### src/rtl/sprite_blit_engine_pkg.sv
// Shared drawing constants and types for the sprite blit engine and its counter.
package draw_pkg;

    localparam int unsigned X_W      = 8;
    localparam int unsigned Y_W      = 7;
    localparam int unsigned COLOUR_W = 6;
    localparam int unsigned ADDR_W   = 14;
    localparam int unsigned SCREEN_W = 160;
    localparam int unsigned SCREEN_H = 120;

    typedef logic [COLOUR_W-1:0] colour_t;

    typedef enum logic [1:0] {
        IDLE  = 2'd0,
        SWEEP = 2'd1,
        FLUSH = 2'd2,
        DONE  = 2'd3
    } state_t;

endpackage

### src/rtl/sprite_blit_engine_if.sv
// Draw command, sprite ROM and pixel-write bundle between datapath, engine and VGA adapter.
interface sprite_blit_engine_if;
    import draw_pkg::*;

    logic              start;
    logic [X_W-1:0]    x0;
    logic [Y_W-1:0]    y0;
    logic [X_W-1:0]    w;
    logic [Y_W-1:0]    h;
    colour_t           key;
    logic [ADDR_W-1:0] rom_addr;
    colour_t           rom_data;
    logic [X_W-1:0]    x_out;
    logic [Y_W-1:0]    y_out;
    colour_t           colour_out;
    logic              plot;
    logic              busy;
    logic              done;

    modport master (
        output start, x0, y0, w, h, key, rom_data,
        input  rom_addr, x_out, y_out, colour_out, plot, busy, done
    );

    modport slave (
        input  start, x0, y0, w, h, key, rom_data,
        output rom_addr, x_out, y_out, colour_out, plot, busy, done
    );

endinterface

### src/rtl/sprite_blit_engine_scan.sv
// rect_scan_counter: row-major cx/cy/linear-address walker with last-pixel flag.
module rect_scan_counter #(
    parameter int unsigned CX_W = 8,
    parameter int unsigned CY_W = 7,
    parameter int unsigned A_W  = 14
) (
    input  logic            clk,
    input  logic            rst_n,
    input  logic            i_clear,
    input  logic            i_step,
    input  logic [CX_W-1:0] i_w,
    input  logic [CY_W-1:0] i_h,
    output logic [CX_W-1:0] o_cx,
    output logic [CY_W-1:0] o_cy,
    output logic [A_W-1:0]  o_addr,
    output logic            o_last
);

    logic [CX_W-1:0] r_cx;
    logic [CY_W-1:0] r_cy;
    logic [A_W-1:0]  r_addr;
    logic            w_col_end;
    logic            w_row_end;

    assign w_col_end = (r_cx == i_w - CX_W'(1));
    assign w_row_end = (r_cy == i_h - CY_W'(1));
    assign o_last    = w_col_end && w_row_end;
    assign o_cx      = r_cx;
    assign o_cy      = r_cy;
    assign o_addr    = r_addr;

    // Holding on the last pixel keeps the final address visible after the sweep.
    always_ff @(posedge clk or negedge rst_n) begin
        if (!rst_n) begin
            r_cx   <= '0;
            r_cy   <= '0;
            r_addr <= '0;
        end else if (i_clear) begin
            r_cx   <= '0;
            r_cy   <= '0;
            r_addr <= '0;
        end else if (i_step && !o_last) begin
            r_addr <= r_addr + A_W'(1);
            if (w_col_end) begin
                r_cx <= '0;
                r_cy <= r_cy + CY_W'(1);
            end else begin
                r_cx <= r_cx + CX_W'(1);
            end
        end
    end

endmodule

### src/rtl/sprite_blit_engine.sv
// Rectangle/sprite draw sequencer feeding the VGA adapter from a synchronous sprite ROM.
// Optional colour-key transparency: define SPRITE_BLIT_TRANSPARENCY_EN.
module sprite_blit_engine
    import draw_pkg::*;
(
    input  logic               clock,
    input  logic               resetn,
    sprite_blit_engine_if.slave bus
);

    state_t            r_state;
    state_t            w_next;
    logic              w_load;
    logic              w_issue;
    logic              w_last;
    logic [X_W-1:0]    w_cx;
    logic [Y_W-1:0]    w_cy;
    logic [ADDR_W-1:0] w_addr;
    logic [X_W:0]      w_xs;
    logic [Y_W:0]      w_ys;
    logic              w_visible;

    logic [X_W-1:0]    r_x0;
    logic [Y_W-1:0]    r_y0;
    logic [X_W-1:0]    r_w;
    logic [Y_W-1:0]    r_h;
    logic [X_W-1:0]    r_x;
    logic [Y_W-1:0]    r_y;
    logic              r_plot;

    rect_scan_counter #(
        .CX_W (X_W),
        .CY_W (Y_W),
        .A_W  (ADDR_W)
    ) u_scan (
        .clk     (clock),
        .rst_n   (resetn),
        .i_clear (w_load),
        .i_step  (w_issue),
        .i_w     (r_w),
        .i_h     (r_h),
        .o_cx    (w_cx),
        .o_cy    (w_cy),
        .o_addr  (w_addr),
        .o_last  (w_last)
    );

    always_ff @(posedge clock or negedge resetn) begin
        if (!resetn) r_state <= IDLE;
        else         r_state <= w_next;
    end

    always_comb begin
        w_next  = r_state;
        w_load  = 1'b0;
        w_issue = 1'b0;
        case (r_state)
            IDLE: begin
                if (bus.start) begin
                    if ((bus.w != '0) && (bus.h != '0)) begin
                        w_next = SWEEP;
                        w_load = 1'b1;
                    end else begin
                        w_next = DONE;
                    end
                end
            end
            SWEEP: begin
                w_issue = 1'b1;
                if (w_last) w_next = FLUSH;
            end
            FLUSH:   w_next = DONE;
            DONE:    w_next = IDLE;
            default: w_next = IDLE;
        endcase
    end

    always_ff @(posedge clock or negedge resetn) begin
        if (!resetn) begin
            r_x0 <= '0;
            r_y0 <= '0;
            r_w  <= '0;
            r_h  <= '0;
        end else if (w_load) begin
            r_x0 <= bus.x0;
            r_y0 <= bus.y0;
            r_w  <= bus.w;
            r_h  <= bus.h;
        end
    end

    // Extra sum bit so coordinates past the 8/7-bit range still register as off-screen.
    assign w_xs      = {1'b0, r_x0} + {1'b0, w_cx};
    assign w_ys      = {1'b0, r_y0} + {1'b0, w_cy};
    assign w_visible = (w_xs < (X_W+1)'(SCREEN_W)) && (w_ys < (Y_W+1)'(SCREEN_H));

    always_ff @(posedge clock or negedge resetn) begin
        if (!resetn) begin
            r_x    <= '0;
            r_y    <= '0;
            r_plot <= 1'b0;
        end else begin
            r_plot <= w_issue && w_visible;
            if (w_issue) begin
                r_x <= w_xs[X_W-1:0];
                r_y <= w_ys[Y_W-1:0];
            end
        end
    end

    assign bus.rom_addr   = w_addr;
    assign bus.x_out      = r_x;
    assign bus.y_out      = r_y;
    assign bus.colour_out = bus.rom_data;
    assign bus.busy       = (r_state == SWEEP) || (r_state == FLUSH);
    assign bus.done       = (r_state == DONE);

`ifdef SPRITE_BLIT_TRANSPARENCY_EN
    colour_t r_key;

    always_ff @(posedge clock or negedge resetn) begin
        if (!resetn)     r_key <= '0;
        else if (w_load) r_key <= bus.key;
    end

    // Key test runs on the ROM word aligned with the registered pixel.
    assign bus.plot = r_plot && (bus.rom_data != r_key);
`else
    assign bus.plot = r_plot;
`endif

endmodule

### src/flat_wrapper.sv
// flat-port wrapper written by rule: the top's interface ports become plain ports
module sprite_blit_engine_flat import draw_pkg::*;
  (clock, resetn, bus_start, bus_x0, bus_y0, bus_w, bus_h, bus_key, bus_rom_data, bus_rom_addr, bus_x_out, bus_y_out, bus_colour_out, bus_plot, bus_busy, bus_done);
  sprite_blit_engine_if bus_i ();
  input  logic clock;
  input  logic resetn;
  input wire logic [$bits(bus_i.start)-1:0] bus_start;
  input wire logic [$bits(bus_i.x0)-1:0] bus_x0;
  input wire logic [$bits(bus_i.y0)-1:0] bus_y0;
  input wire logic [$bits(bus_i.w)-1:0] bus_w;
  input wire logic [$bits(bus_i.h)-1:0] bus_h;
  input wire logic [$bits(bus_i.key)-1:0] bus_key;
  input wire logic [$bits(bus_i.rom_data)-1:0] bus_rom_data;
  output wire logic [$bits(bus_i.rom_addr)-1:0] bus_rom_addr;
  output wire logic [$bits(bus_i.x_out)-1:0] bus_x_out;
  output wire logic [$bits(bus_i.y_out)-1:0] bus_y_out;
  output wire logic [$bits(bus_i.colour_out)-1:0] bus_colour_out;
  output wire logic [$bits(bus_i.plot)-1:0] bus_plot;
  output wire logic [$bits(bus_i.busy)-1:0] bus_busy;
  output wire logic [$bits(bus_i.done)-1:0] bus_done;
  assign bus_i.start = bus_start;
  assign bus_i.x0 = bus_x0;
  assign bus_i.y0 = bus_y0;
  assign bus_i.w = bus_w;
  assign bus_i.h = bus_h;
  assign bus_i.key = bus_key;
  assign bus_i.rom_data = bus_rom_data;
  assign bus_rom_addr = bus_i.rom_addr;
  assign bus_x_out = bus_i.x_out;
  assign bus_y_out = bus_i.y_out;
  assign bus_colour_out = bus_i.colour_out;
  assign bus_plot = bus_i.plot;
  assign bus_busy = bus_i.busy;
  assign bus_done = bus_i.done;
  sprite_blit_engine u_core (.clock(clock), .resetn(resetn), .bus(bus_i));
endmodule
### config.mk
export PLATFORM = sky130hd
export DESIGN_NAME = sprite_blit_engine_flat
export DESIGN_NICKNAME = d
export VERILOG_FILES = /design/src/rtl/sprite_blit_engine_pkg.sv /design/src/rtl/sprite_blit_engine_if.sv /design/src/rtl/sprite_blit_engine_scan.sv /design/src/rtl/sprite_blit_engine.sv /design/src/flat_wrapper.sv
export SDC_FILE = /design/constraint.sdc
export NUM_CORES = 1
export LEC_CHECK = 0
export ABC_AREA = 1
export CORE_UTILIZATION = 54
export DETAILED_ROUTE_END_ITERATION = 10
export PLACE_DENSITY = 0.8
export SYNTH_ARGS = -nofsm -noshare
export SYNTH_HDL_FRONTEND = slang
export SYNTH_HIERARCHICAL = 1
export SYNTH_SLANG_ARGS = --single-unit
### constraint.sdc
create_clock -name clock -period 2.3 [get_ports clock]
set_input_delay 0.69 -clock clock [delete_from_list [all_inputs] [get_ports clock]]
set_output_delay 0.69 -clock clock [all_outputs]
set_load 0.01 [all_outputs]
# Word-level counts from Yosys, hierarchy flattened
# Cells that the tools add are included.
[op_classes] div_mod_pow=0 mux=16 n_shift=0 n_mul=0 n_lt_le_gt_ge=2 n_addsub=7 bitwise_logic=0 eq_ne=7 reduce_logical=14
[ops] operator="two-way mux 14 bit" n=2
[ops] operator="two-way mux 8 bit" n=3
[ops] operator="two-way mux 7 bit" n=3
[ops] operator="adder 14 x 1 -> 14 bit (second input constant)" n=1
[ops] operator="adder 8 x 8 -> 9 bit" n=1
[ops] operator="< comparator 9 x 8 -> 1 bit (second input constant)" n=1
[ops] operator="adder 7 x 7 -> 8 bit" n=1
[ops] operator="adder 8 x 1 -> 8 bit (second input constant)" n=1
[ops] operator="== test 8 bit" n=1
[ops] operator="< comparator 8 x 7 -> 1 bit (second input constant)" n=1
[ops] operator="case mux 2 bit (4 select lines)" n=1
[ops] operator="nonzero test 8 bit" n=1
[ops] operator="subtractor 8 x 1 -> 8 bit (second input constant)" n=1
[ops] operator="adder 7 x 1 -> 7 bit (second input constant)" n=1
[ops] operator="== test 7 bit" n=1
[ops] operator="nonzero test 7 bit" n=1
[ops] operator="subtractor 7 x 1 -> 7 bit (second input constant)" n=1
[ops] operator="two-way mux 2 bit" n=3
[ops] operator="logical AND 1 bit" n=5
[ops] operator="== test 2 bit (second input constant)" n=2
[ops] operator="two-way mux 1 bit" n=4
[ops] operator="!= test 2 bit (second input constant)" n=2
[ops] operator="AND reduction 2 bit" n=2
[ops] operator="nonzero test 2 bit" n=2
[ops] operator="other kinds (4)" n=4
[word_totals] reg_bits=77 romBits=0 in_bits=45 mem_bits_rw=0 latch_bits=0 wordCells=57 out_inout_bits=38 n_memories=0

# Depth between registers and ports, before layout
[logic_depth] word_depth=7 mapped_depth=18 depth_no_buf=16

# By module
# The synthesis kept the hierarchy.
[by_module_without_submodules] mod="sprite_blit_engine" cells_each=337 area_per_inst_um2=2695.1 n_inst=1 seq_area_each_um2=1201.2
[by_module_without_submodules] mod="rect_scan_counter" cells_each=355 area_per_inst_um2=2346.0 n_inst=1 seq_area_each_um2=725.7

# Worst setup path before layout
# OpenSTA, ideal clock, no wires.
[synth_path] path_type="input to register" startpoint="input port bus_h[1]" endpoint="register u_core.u_scan.r_cx[7], in the netlist u_core/u_scan/o_cx[7]" n_path_buf=1 path_stages=11 required_time_ns=2.183 arrival_time_ns=1.865 setup_slack_ns=0.319 setup_ns=0.117 path_cell_list="nor2_1 -> nand3_1 -> and2_4 -> nand2_4 -> nor2_4 -> buf_6 -> clkinv_1 -> nand2_1 -> nor2_1 -> nand3_1 -> nand2_1"
[synth_via] elab_chain_len=6 elab_cells_between_ends=7 cone_classes="4 x mux; 3 x reduce/logical"
[synth_rtl] item="start, declared" line="flat_wrapper.sv:11" source="input wire logic [$bits(bus_i.h)-1:0] bus_h;"
[synth_rtl] item="nonzero test 7 bit (*)" line="sprite_blit_engine.sv:60" source="if ((bus.w != '0) && (bus.h != '0)) begin"
[synth_rtl] item="logical AND 1 bit (*)" line="sprite_blit_engine.sv:60"
[synth_rtl] item="two-way mux 1 bit (*)" line="sprite_blit_engine.sv:60"
[synth_rtl] item="two-way mux 1 bit (*)" line="sprite_blit_engine.sv:59" source="if (bus.start) begin"
[synth_rtl] item="two-way mux 1 bit (*)" line="sprite_blit_engine.sv:57" source="case (r_state)"
[synth_rtl] item="net u_core.w_load" line="sprite_blit_engine.sv:13" source="logic w_load;"
[synth_rtl] item="two-way mux 8 bit / nonzero test 2 bit (equally long branches)"
[synth_rtl] item="end signal, assigned" line="sprite_blit_engine_scan.sv:48" source="r_cx <= r_cx + CX_W'(1);"
[synth_rtl] item="end, declared" line="sprite_blit_engine_scan.sv:19" source="logic [CX_W-1:0] r_cx;"
# Mark *: on every way through the listed nets, which the timed path passes. The rest lies on a longest branch.
# A chain may end at the register's enable or synchronous reset.

# Final worst setup path
[layout_path] startpoint="register u_core.r_state[1]" endpoint="output port bus_done"
[layout_via] elab_chain_len=1
[layout_rtl] item="start, declared" line="sprite_blit_engine.sv:11" source="state_t r_state;"
[layout_rtl] item="start signal, assigned" line="sprite_blit_engine.sv:50" source="else r_state <= w_next;"
[layout_rtl] item="== test 2 bit" line="sprite_blit_engine.sv:116" source="assign bus.done = (r_state == DONE);"
[layout_rtl] item="end, declared" line="flat_wrapper.sv:20" source="output wire logic [$bits(bus_i.done)-1:0] bus_done;"
# No other way between the ends.

==> flow_results.org <==
** Yosys
- Summing the areas of all xor and xnor instances in the mapped netlist gives 4.34% of the synthesized area.
- The biggest area contributor in the post-synthesis netlist is sky130_fd_sc_hd__dfrtp_1.
- After synthesis the cells add up to 5040 um2.
- Simple-gate share of the synthesized area :: 35.4%
- The synthesized netlist devotes 6.75% of its cell area to adder and majority cells.
- During synthesis, Yosys emitted a total of 6 warnings.
- Fraction of synthesized area in multiplexers :: 0%
- Among all flip-flop cells after synthesis, the most frequent one is sky130_fd_sc_hd__dfrtp_1.
- Combinational family with the most area after synthesis :: simple AND/OR/NAND/NOR gates
- Leading post-synthesis cells by cell area :: sky130_fd_sc_hd__dfrtp_1 38%, sky130_fd_sc_hd__nand2_1 20%, sky130_fd_sc_hd__ha_1 6.0%
- Asr flop ratio synth :: 100%
- Count of distinct cell types in the synthesized netlist :: 37
- Portion of synthesized cell area occupied by the leading cell type :: 38.2%
- Summing the areas of all compound-gate instances in the mapped netlist gives 5.96% of the synthesized area.
- Synthesis handed over a netlist of 692 instances.
- The number of nets in the synthesized netlist is 763.
- Average footprint of a synthesized cell :: 7.28 um2
- In this run, synthesis inferred 0 flip-flops with an integrated enable.
- Among all cell types in the netlist, the one instantiated most often is sky130_fd_sc_hd__nand2_1.
- Post-synthesis register bit count :: 77
- The commonest cells after synthesis are 264 x sky130_fd_sc_hd__nand2_1, 77 x sky130_fd_sc_hd__dfrtp_1, 72 x sky130_fd_sc_hd__inv_1.
- Sequential elements use 38.2% of the synthesized area.

** Pwr
- Power per cell area :: 1110 nW/um2
- The analysis attributes to cell leakage a power of 3.13 nW.
- VDD IR max :: 0.801 mV

** Floorplan
- The floorplan step set the die width to 98.6 um.
- Die span in y :: 98.6 um
- IO Count :: 83
- The initial utilization of the core area, before any placement, comes to 56.7%.
- The floorplan step defined a die boundary enclosing 9730 um2.
- Number of cell rows :: 34
- CORE AREA :: 8890 um2

** Worst hold path
- The path class of the tightest hold or removal check is in -> async.

** Critical path
- Cell Chain, Critical Path :: ha_1, clkdlybuf4s50_1
- The worst setup path is captured at an output port.
- Together, buffers and inverters on the worst path number 1.
- Among all stages on the critical path, the largest delay is contributed by sky130_fd_sc_hd__clkdlybuf4s50_1.
- STA puts the critical path data arrival time at 1.46 ns.
- The kind of cell with the highest combined delay along the critical path is buffers and inverters.
- WP data required :: 1.61 ns
- On the worst path, the slowest cell contributes a delay of 0.54 ns.
- Worst setup SP type :: register
- Maximum fanout count along the critical path :: 3
- The critical path is of the reg -> out type.

** Route
- The detailed router finished its first iteration with 222 violations.
- The detail route stage leaves a number of antenna-violating nets equal to 0.
- Number of iterations in the first detailed-routing pass :: 4
- Dividing the detail-routed via count by the number of cells gives 5.20.
- Detailed-route wire length per cell :: 12.5 um
- In the routed design, unresolved DRC markers number 0.
- The routed design has 10,900 um of wire.
- Vias :: 4,532

** Placement
- Worst Setup Slack post-DPL :: -0.101 ns
- Final estimated routing congestion in global placement :: 0.902
- Once detailed placement completed, the half-perimeter wirelength came to 8380 um.
- In this run the tool buffered the top-level ports with 64 buffer cells.
- The number of placed instances, taps included, is 855.

** Clock network
- The cell sitting at the root of the clock tree is a sky130_fd_sc_hd__clkbuf_8.
- Clock latency on the worst-skew pair, taken at its later pin, is 0.35 ns.
- For this design, the CTS-stage hold fixing added 0 buffers.
- H-tree levels :: 3
- Number of setup buffers added after CTS :: 0
- Once the clock tree was built, the resizer swapped 2 gates to a different size.
- Clock-pin slew reported for the worst setup and hold paths after clock tree synthesis :: 0.09 ns
- TritonCTS clock tree :: yes
- The clock passes through at most 2 buffers.
- Counting the buffers created by CTS gives 9.
- CTS Sinks :: 77

** Timing
- Setup Skew :: 0.0123 ns
- Setup repair after global routing left no endpoint under its margin.
- The worst path in the final design needs a cycle of 2.15 ns, including I/O delays and setup.
- Worst relative slew slack :: 59.3%
- Achievable Freq :: 464 MHz
- Ratio of final minimum period to clock period :: 93.6%
- The number of failing hold endpoints at the final stage came to 0.
- For the pin with the worst max-slew slack, the measured transition is 0.609 ns.
- Count of endpoints failing setup in the final report :: 0
- The final count of pins violating max slew came to 0.
- Crit path setup slack, layout :: 0.146 ns

** Job
- Across the run, the number of max-cap violations was 0.

** Global route
- The first global-routing pass estimated 19,200 um of wire.
- Total gr overflow :: 0
- Number of antenna violations at the first check in global routing :: 0
- In the global route stage, overall resource usage came out at 24.4%.
- The number of global-route vias before repair was 4,361.
- Entering global routing, the biggest net connects 41 pins.

** Layout
- The finished layout holds 871 standard cells, fillers aside.
- After filler insertion, the fill cell instance count of the layout stands at 766.
- At the end of the flow, the number of nets in the layout was 829.
- Area growth syn-to-layout :: 18.9%
- Of the cells placed in the final design, the portion with a size suffix greater than 1 is 8.13%.
- The repair_antennas step left the layout with diodes totalling 0.

** Status
- Result of the run :: completed
-- routing by layer --
metal	track usage (%)	part of all wire, %	up-vias
met5	0	0	-
met1	31.7	47	2110
met4	8.96	0.74	0
li1	-	-	2327
met2	41.9	49	85
met3	3.19	3.2	10
-- cells in the final DEF, fill, tap and decap left out, types with 8 or more instances in the layout --
cell type,n
sky130_fd_sc_hd__buf_4,16
sky130_fd_sc_hd__clkbuf_8,9
sky130_fd_sc_hd__clkdlybuf4s50_1,62
sky130_fd_sc_hd__dfrtp_1,76
sky130_fd_sc_hd__ha_1,22
sky130_fd_sc_hd__inv_1,71
sky130_fd_sc_hd__nand2_1,263
sky130_fd_sc_hd__nand3_1,50
sky130_fd_sc_hd__nand3b_1,10
sky130_fd_sc_hd__nand4_1,18
sky130_fd_sc_hd__nor2_1,35
sky130_fd_sc_hd__nor3_1,8
sky130_fd_sc_hd__o21ai_0,25
sky130_fd_sc_hd__o21ai_1,19
sky130_fd_sc_hd__xor2_1,20
-- flip-flops by register name, summed over array words and instances, names as in the netlist --
signal / count
u_core/r_y0: 7
u_core/r_x0: 8
u_core/u_scan/o_cy: 7
u_core/u_scan/o_cx: 8
u_core/bus.x_out: 8
u_core/bus.y_out: 7
u_core/r_h: 7
u_core/r_w: 8
u_core/r_state: 2
u_core/u_scan/o_addr: 14
u_core/bus.plot: 1
-- stage by stage --
stage / hold WS [ns] / utilization (%) / total power, W / setup TNS (ns) / instance area [um2]
after floorplan: 0.394 / - / 0.00463 / 0 / 5040
after global placement: 0.454 / 65.0 / 0.00549 / -1.12 / 5780
after detailed placement: 0.459 / 65.0 / 0.00565 / -1.98 / 5780
after CTS: 0.202 / 67.0 / 0.00659 / 0 / 5960
after global routing: 0.202 / 67.4 / 0.00727 / 0 / 5990
final: 0.207 / 67.4 / 0.00663 / 0 / 5990
-- path summary, 6_finish.rpt --
check / from / to / slack [ns] / cells past startpoint
hold / removal: resetn / u_core/bus.y_out[4] / 0.21 / 1
hold reg to reg: u_core/bus.y_out[0] / u_core/bus.y_out[0] / 0.48 / 2
min in group clock: u_core/bus.y_out[0] / u_core/bus.y_out[0] / 0.48 / 2
setup reg to reg: u_core/r_h[0] / u_core/r_state[1] / 0.20 / 16
setup / recovery: u_core/r_state[1] / bus_done / 0.15 / 2
max in group asynchronous: resetn / u_core/u_scan/o_addr[5] / 1.55 / 2
-- logic make-up after synthesis --
| family | Yosys count |
|---|---|
| AND/OR/NAND/NOR | 407 |
| adder cells (fa/ha/maj) | 26 |
| buffers and inverters | 101 |
| flip-flops | 77 |
| XOR/XNOR | 25 |
| AO/OA/AOI/OAI | 56 |
-- where the power goes --
part	internal, W	leakage (nW)	switching [W]
sequential	0.00182	0.996	0.000437
clock	0.000400	0.0791	0.000530
combinational	0.00145	2.05	0.00200
total	0.00366	3.13	0.00297
-- cell type report --
type | count | area, um2 | share of cell area (%)
multi-input cells | 514 | 2670 | 44.6
flip-flops and latches | 77 | 1930 | 32.2
repair buffers | 82 | 801 | 13.4
inverters | 74 | 278 | 4.64
well taps | 108 | 135 | 2.26
clock buffers | 10 | 128 | 2.13
clock inverters | 6 | 48.8 | 0.814
Power figures use the tool's default switching activity.
